--- config.mk ---
export PLATFORM = sky130hd
export DESIGN_NAME = rx2in_ctl
export DESIGN_NICKNAME = d
export VERILOG_FILES = /design/src/rtl/rx2in_ctl.sv
export SDC_FILE = /design/constraint.sdc
export NUM_CORES = 1
export LEC_CHECK = 0
export CAP_MARGIN = 20
export CORE_ASPECT_RATIO = 1.5
export CORE_MARGIN = 2
export CORE_UTILIZATION = 44
export DETAILED_ROUTE_END_ITERATION = 8
export GPL_TIMING_DRIVEN = 0
export PLACE_DENSITY_LB_ADDON = 0.15
export SYNTH_ARGS = -nofsm -noshare
export SYNTH_HDL_FRONTEND = slang
export SYNTH_SLANG_ARGS = --single-unit
--- constraint.sdc ---
create_clock -name clk -period 3.1 [get_ports clk]
set_input_delay 0.62 -clock clk [delete_from_list [all_inputs] [get_ports clk]]
set_output_delay 0.62 -clock clk [all_outputs]
set_load 0.02 [all_outputs]
--- src/rtl/rx2in_ctl.sv ---
// UART RX to CPU INBOX bridge: buffers received bytes in a small FIFO and
// forwards them one per three clocks while the INBOX reports not-full.
module rx2in_ctl #(
    parameter int DEPTH = 4,
    parameter int AW    = 2
) (
    input  logic          clk,
    input  logic          i_rst,
    input  logic          i_wr,
    input  logic [7:0]    i_data,
    input  logic          i_full_n,
    input  logic          i_clr_ovf,
    output logic          o_wr,
    output logic [7:0]    o_data,
    output logic [AW:0]   o_level,
    output logic          o_overflow,
    output logic [7:0]    o_drop_cnt
);

    typedef enum logic [1:0] {IDLE, WRITE, SETTLE} state_t;

    localparam logic [AW:0] LEVEL_MAX = (AW+1)'(DEPTH);

    state_t        state;
    logic [7:0]    mem [DEPTH];
    logic [AW-1:0] wr_ptr;
    logic [AW-1:0] rd_ptr;
    logic          pop;
    logic          push;
    logic          drop;

    // A pop on this edge frees a slot, so a push into a full FIFO still fits.
    always_comb begin
        pop  = (state == IDLE) && (o_level != '0) && i_full_n;
        push = i_wr && ((o_level < LEVEL_MAX) || pop);
        drop = i_wr && !push;
    end

    always_ff @(posedge clk) begin
        if (i_rst) begin
            state      <= IDLE;
            wr_ptr     <= '0;
            rd_ptr     <= '0;
            o_level    <= '0;
            o_wr       <= 1'b0;
            o_data     <= '0;
            o_overflow <= 1'b0;
            o_drop_cnt <= '0;
        end else begin
            if (push)
                wr_ptr <= wr_ptr + AW'(1);
            if (pop)
                rd_ptr <= rd_ptr + AW'(1);

            case ({push, pop})
                2'b10:   o_level <= o_level + (AW+1)'(1);
                2'b01:   o_level <= o_level - (AW+1)'(1);
                default: o_level <= o_level;
            endcase

            case (state)
                IDLE: begin
                    if (pop) begin
                        o_data <= mem[rd_ptr];
                        o_wr   <= 1'b1;
                        state  <= WRITE;
                    end
                end
                WRITE: begin
                    o_wr  <= 1'b0;
                    state <= SETTLE;
                end
                SETTLE:  state <= IDLE;
                default: state <= IDLE;
            endcase

            // A drop on the clearing edge wins and counts as the first loss.
            if (i_clr_ovf) begin
                o_overflow <= drop;
                o_drop_cnt <= drop ? 8'd1 : 8'd0;
            end else if (drop) begin
                o_overflow <= 1'b1;
                if (o_drop_cnt != 8'hFF)
                    o_drop_cnt <= o_drop_cnt + 8'd1;
            end
        end
    end

    // NOTE: storage is left out of reset; the pointers and level alone decide what is valid.
    always_ff @(posedge clk) begin
        if (push)
            mem[wr_ptr] <= i_data;
    end

endmodule
* Yosys cells after proc, flatten, opt, wreduce, memory -nomap -nowiden
Memories as Yosys holds them, arrays and structs flattened. A register that Yosys moved wholly into a read port is not among the register bits.
Index checks and enable logic that the tools add are counted.
** Cells by class
- Add/subtract/negate cells :: 5
- Order comparisons :: 1
- Equality and inequality tests :: 5
- Mux-type cells :: 13
- Reduce and logical (&&, ||, !) cells :: 15
** Operators by type and width (count)
- $mux W8 :: 3
- $add A8 B1 Y8 const B :: 1
- $ne A8 B8 Y1 const B :: 1
- $reduce_bool A2 Y1 :: 4
- $mux W1 :: 6
- $pmux W3 S2 :: 1
- $reduce_and A2 Y1 :: 3
- $add A2 B1 Y2 const B :: 2
- $eq A2 B1 Y1 const B :: 2
- $logic_and A1 B1 Y1 :: 4
- $pmux W2 S2 :: 1
- $add A3 B1 Y3 const B :: 1
- $lt A3 B3 Y1 const B :: 1
- $reduce_bool A3 Y1 :: 1
- $sub A3 B1 Y3 const B :: 1
- $eq A2 B2 Y1 const B :: 1
- $logic_not A2 Y1 :: 1
- $mux W2 :: 1
- $ne A2 B2 Y1 const B :: 1
- $pmux W1 S2 :: 1
- $logic_not A1 Y1 :: 1
- $logic_or A1 B1 Y1 :: 1
** Storage, ports and cells
- Register bits :: 19
- Memory bits (writable) :: 32
- Input port bits :: 13
- Output and inout port bits :: 21
- Word-level logic and storage cells :: 47
- Memories kept :: 1
** Memory list
- mem :: depth 4, bits a word 8, read ports 1, clocked after Yosys merged registers in 1, wr ports 1, line 25 : logic [7:0] mem [DEPTH];

* Longest topological paths before layout
- Depth after elaboration :: 9
- Depth in mapped cells :: 9
- Depth with buffers taken out :: 9

* Worst setup path after synthesis
OpenSTA, ideal clock, no wires.
- Kind :: input-to-reg
- From :: in i_full_n
- To :: reg o_level[2]
- Arrival time :: 2575 ps
- Data required time :: 3030 ps
- Setup slack :: 454 ps
- Stages :: 9
- Buffers on the path :: 0
- Path through :: or3b_1 > or2_1 > inv_2 > ha_1 > inv_1 > fa_1 > xor2_1 > or3_1 > a21oi_1
** On the way
- Word-level cells in the longest chain between the ends :: 5
- Elaborated cells on any way between the ends :: 7
- Classes of those cells :: eq/ne (2); mux (1); reduce/logical (4)
** RTL lines
- from (decl) :: line 11 : input logic i_full_n,
- $logic_and A1 B1 Y1 * :: line 34 : pop = (state == IDLE) && (o_level != '0) && i_full_n;
- net pop :: line 28 : logic pop;
- $logic_or A1 B1 Y1 :: line 35 : push = i_wr && ((o_level < LEVEL_MAX) || pop);
- $logic_and A1 B1 Y1 :: line 35
- $eq A2 B1 Y1 or $eq A2 B2 Y1 (tied branches) :: line 55 : case ({push, pop})
- $pmux W3 S2 or $reduce_bool A2 Y1 (tied branches)
- to (signal assigned) :: line 56 : 2'b10: o_level <= o_level + (AW+1)'(1);
- to (signal assigned) :: line 57 : 2'b01: o_level <= o_level - (AW+1)'(1);
- to (signal assigned) :: line 58 : default: o_level <= o_level;
- to (decl) :: line 15 : output logic [AW:0] o_level,
The timed path passes the listed nets; every way through them passes the cells marked *.
A chain may end at the register's enable or synchronous reset.

* Worst setup path after layout
Ends and elaborated chain as after synthesis.

==> results.toml <==
[status]
outcome = "finished, final reports clean"

[sta]
maxSlewHeadroom_pct = 63.8
setup_viol = 0
rsz0062_at_grt = "false"
worst_pin_slew_ns = 0.542
hold_viol = 0
skew_ns = 0.00557
period_needed_ns = 2.93
setup_ws_ns = 0.170
period_share_pct = 94.5
fmax_ghz = 0.341
slew_violations = 0

[placement]
dp_hpwl_um = 3280
place_congestion = 0.792
pre_cts_ws_ns = -0.211
portBuffers = 33

[worst_setup_path]
crit_path_end_kind = "flop"
cp-start-kind = "primary input"
crit_path_top_delay_cell = "clkdlybuf4s50_1"
arrival_ns = 3.19
worstPathRequired_ns = 3.36
path_class = "primary input to flop"
path_max_fanout = 10
path_cells = "clkdlybuf4s50_1 > or3b_1 > or2_1 > inv_2 > ha_1 > inv_1 > fa_1 > xor2_1 > or3_1 > a21oi_1"
crit_path_max_incr_delay_ns = 0.44

[cells_and_area]
num_antenna_cells = 0
syn_to_final_growth_pct = 24.4
final_util_pct = 57.2
fillers = 449
layout.nets = 249
drive_gt1_share_pct = 12.4

[clock_network]
cts_root_buf = "clkbuf_8"
cts_tree = "yes"
cts_hold_buf = 0
cts_resized = 0
cts_buffer_depth = 2
clkTransAtPathRegs_ns = 0.06
post-cts-setup-buffer-count = 0
cts_buffers = 9
clk_latency_ns = 0.34
cts_max_level = 3
cts.sinks = 59

[grt]
grt_max_degree = 12
grt_pass1_vias = 1650
grt-ovfl-total = 0
grt_pass1_wl_um = 7290
grt.total_usage_pct = 16.8
antenna_found_initial = 0

[job]
drv_cap = 0

[logic_synthesis]
synth_cell_types = 38
ys_warn_count = 0
synthXorXnorAreaFrac_pct = 1.83
synthesis.nets = 205
synth_top_family_by_area = "simple AND/OR/NAND/NOR gates"
avgSynthCellArea_sq_um = 12.9
seq_area_frac_synth_pct = 62.7
synthMuxAreaShare_pct = 7.95
synth_compound_area_share_pct = 8.26
syn-instance-count = 185
syn_area_sq_um = 2390
synth-simple-area-share_pct = 12.0
synth-seq-cells = 59
yosys.area_share.adder_pct = 3.97

[route]
wl_met2_um = 2440
firstDrtPassIters = 4
wl_met1_um = 1690
vias = 1555
wl_per_cell_um = 14.8
dr_wl_met3_um = 194
ant_nets = 0
routed.top_layer = "met4"
route.detailed.drc = 0
viasPerCell = 5.15
drt-initial-drc-count = 102
wl_um = 4470

[power]
p_leak_nw = 0.980
ir_worst_vdd_mv = 0.423
cellPowerDensity_nw_per_um2 = 727

[die]
core-area_sq_um = 5200
die_x_um = 64.2
dieArea_sq_um = 6060
initial_core_util_pct = 46.0
chipHeight_um = 94.3
pin_count = 34
rows = 32

[hold_path]
min_path_type = "flop to flop"
-- flip-flops by register name, summed over array words and instances, names as in the netlist --
register and cells:
o_wr 1, o_drop_cnt 8, state 2, mem 32, rd_ptr 2, wr_ptr 2
o_data 8, o_level 3, o_overflow 1
-- worst max-delay path, delay by kind of cell --
family,cells,cell delay [ns]
AO/OA/AOI/OAI,1,0.15
adder cells (fa/ha/maj),2,0.58
AND/OR/NAND/NOR,3,1.01
buffers and inverters,3,0.66
XOR/XNOR,1,0.16
-- metal layers --
metal / up-vias / track usage, %
met4: 0 / 10.8
met1: 740 / 15.5
met2: 34 / 30.3
met3: 12 / 6.32
li1: 769 / -
met5: - / 0
-- per-stage QoR --
stage / TNS (ns) / power, mW / cell area, sq um / hold WS, ns / instances
2_1_floorplan: 0 / 1.40 / 2390 / 0.444 / 185
3_3_place_gp: -0.151 / 1.60 / 2810 / 0.447 / 286
3_5_place_dp: -0.211 / 1.62 / 2810 / 0.455 / 286
4_1_cts: 0 / 2.20 / 2980 / 0.463 / 302
5_1_grt: 0 / 2.29 / 2980 / 0.487 / 302
6_report: 0 / 2.17 / 2980 / 0.457 / 302
-- cell usage in the layout, fill, tap and decap left out, types with 3 or more instances in the layout --
| cell type | count |
|---|---|
| clkdlybuf4s50_1 | 33 |
| edfxtp_1 | 32 |
| dfxtp_1 | 27 |
| a21oi_1 | 18 |
| nand2_1 | 18 |
| nor2_1 | 11 |
| clkbuf_8 | 9 |
| inv_1 | 8 |
| mux4_2 | 8 |
| ha_1 | 6 |
| clkbuf_1 | 5 |
| nand3_1 | 5 |
| and2_1 | 4 |
| o41ai_1 | 4 |
| nand4_1 | 3 |
| o31ai_1 | 3 |
| xnor2_1 | 3 |
| or4_1 | 3 |
-- area by class of cell --
cell class	count	area (sq um)	share of cell area [%]
repair buffers	33	330	11.1
clock inverters	7	45.0	1.51
plain buffers	9	43.8	1.47
flip-flops and latches	59	1500	50.4
clock buffers	9	124	4.16
multi-input cells	108	815	27.4
inverters	9	33.8	1.13
well taps	68	85.1	2.86
-- Yosys cell counts --
cell type   n  area (sq um)
buf_6       1          11.3
or2_1       1          6.26
nand4b_1    1          8.76
inv_1       8          30.0
o311ai_0    2          17.5
inv_2       1          3.75
or3b_1      1          8.76
nor3_1      1          5.00
o31ai_1     3          22.5
nand2_1    18          67.6
or2_2       1          6.26
dfxtp_1    27           541
nor2_1     11          41.3
mux4_2      8           180
nand2b_1    2          12.5
nor3b_1     1          7.51
edfxtp_1   32           961
buf_1       1          3.75
and4_4      1          11.3
fa_1        1          20.0
or3_1       1          6.26
and3_1      1          6.26
xnor2_1     3          26.3
nand4_1     3          18.8
ha_1        6          75.1
and4_1      1          8.76
o41ai_1     4          35.0
a2111o_1    1          11.3
buf_2       2          10.0
a21boi_2    1          11.3
mux2i_1     1          10.0
xor2_1      2          17.5
a21oi_1    18          90.1
nand3_1     5          25.0
or4_1       3          22.5
o21ai_0     2          10.0
and2_1      4          25.0
clkbuf_1    5          18.8
-- logic make-up after synthesis --
family / count (synthesis)
buffers and inverters: 18
adder cells (fa/ha/maj): 7
AO/OA/AOI/OAI: 31
multiplexers: 9
flip-flops: 59
XOR/XNOR: 5
AND/OR/NAND/NOR: 56
-- path summary, 6_finish.rpt --
kind | start | slack, ns | cells past startpoint | end
max reg2reg | state[1] | 0.57 | 9 | o_level[2]
min | o_data[6] | 0.46 | 2 | o_data[6]
max | i_full_n | 0.17 | 10 | o_level[2]
min reg2reg | o_data[6] | 0.46 | 2 | o_data[6]
-- power breakdown --
| group | total, mW | switching (mW) | internal (mW) |
|---|---|---|---|
| sequential | 0.990 | 0.0567 | 0.933 |
| clock | 0.580 | 0.296 | 0.284 |
| combinational | 0.595 | 0.319 | 0.276 |
| total | 2.17 | 0.671 | 1.49 |
Power figures use the tool's default switching activity.
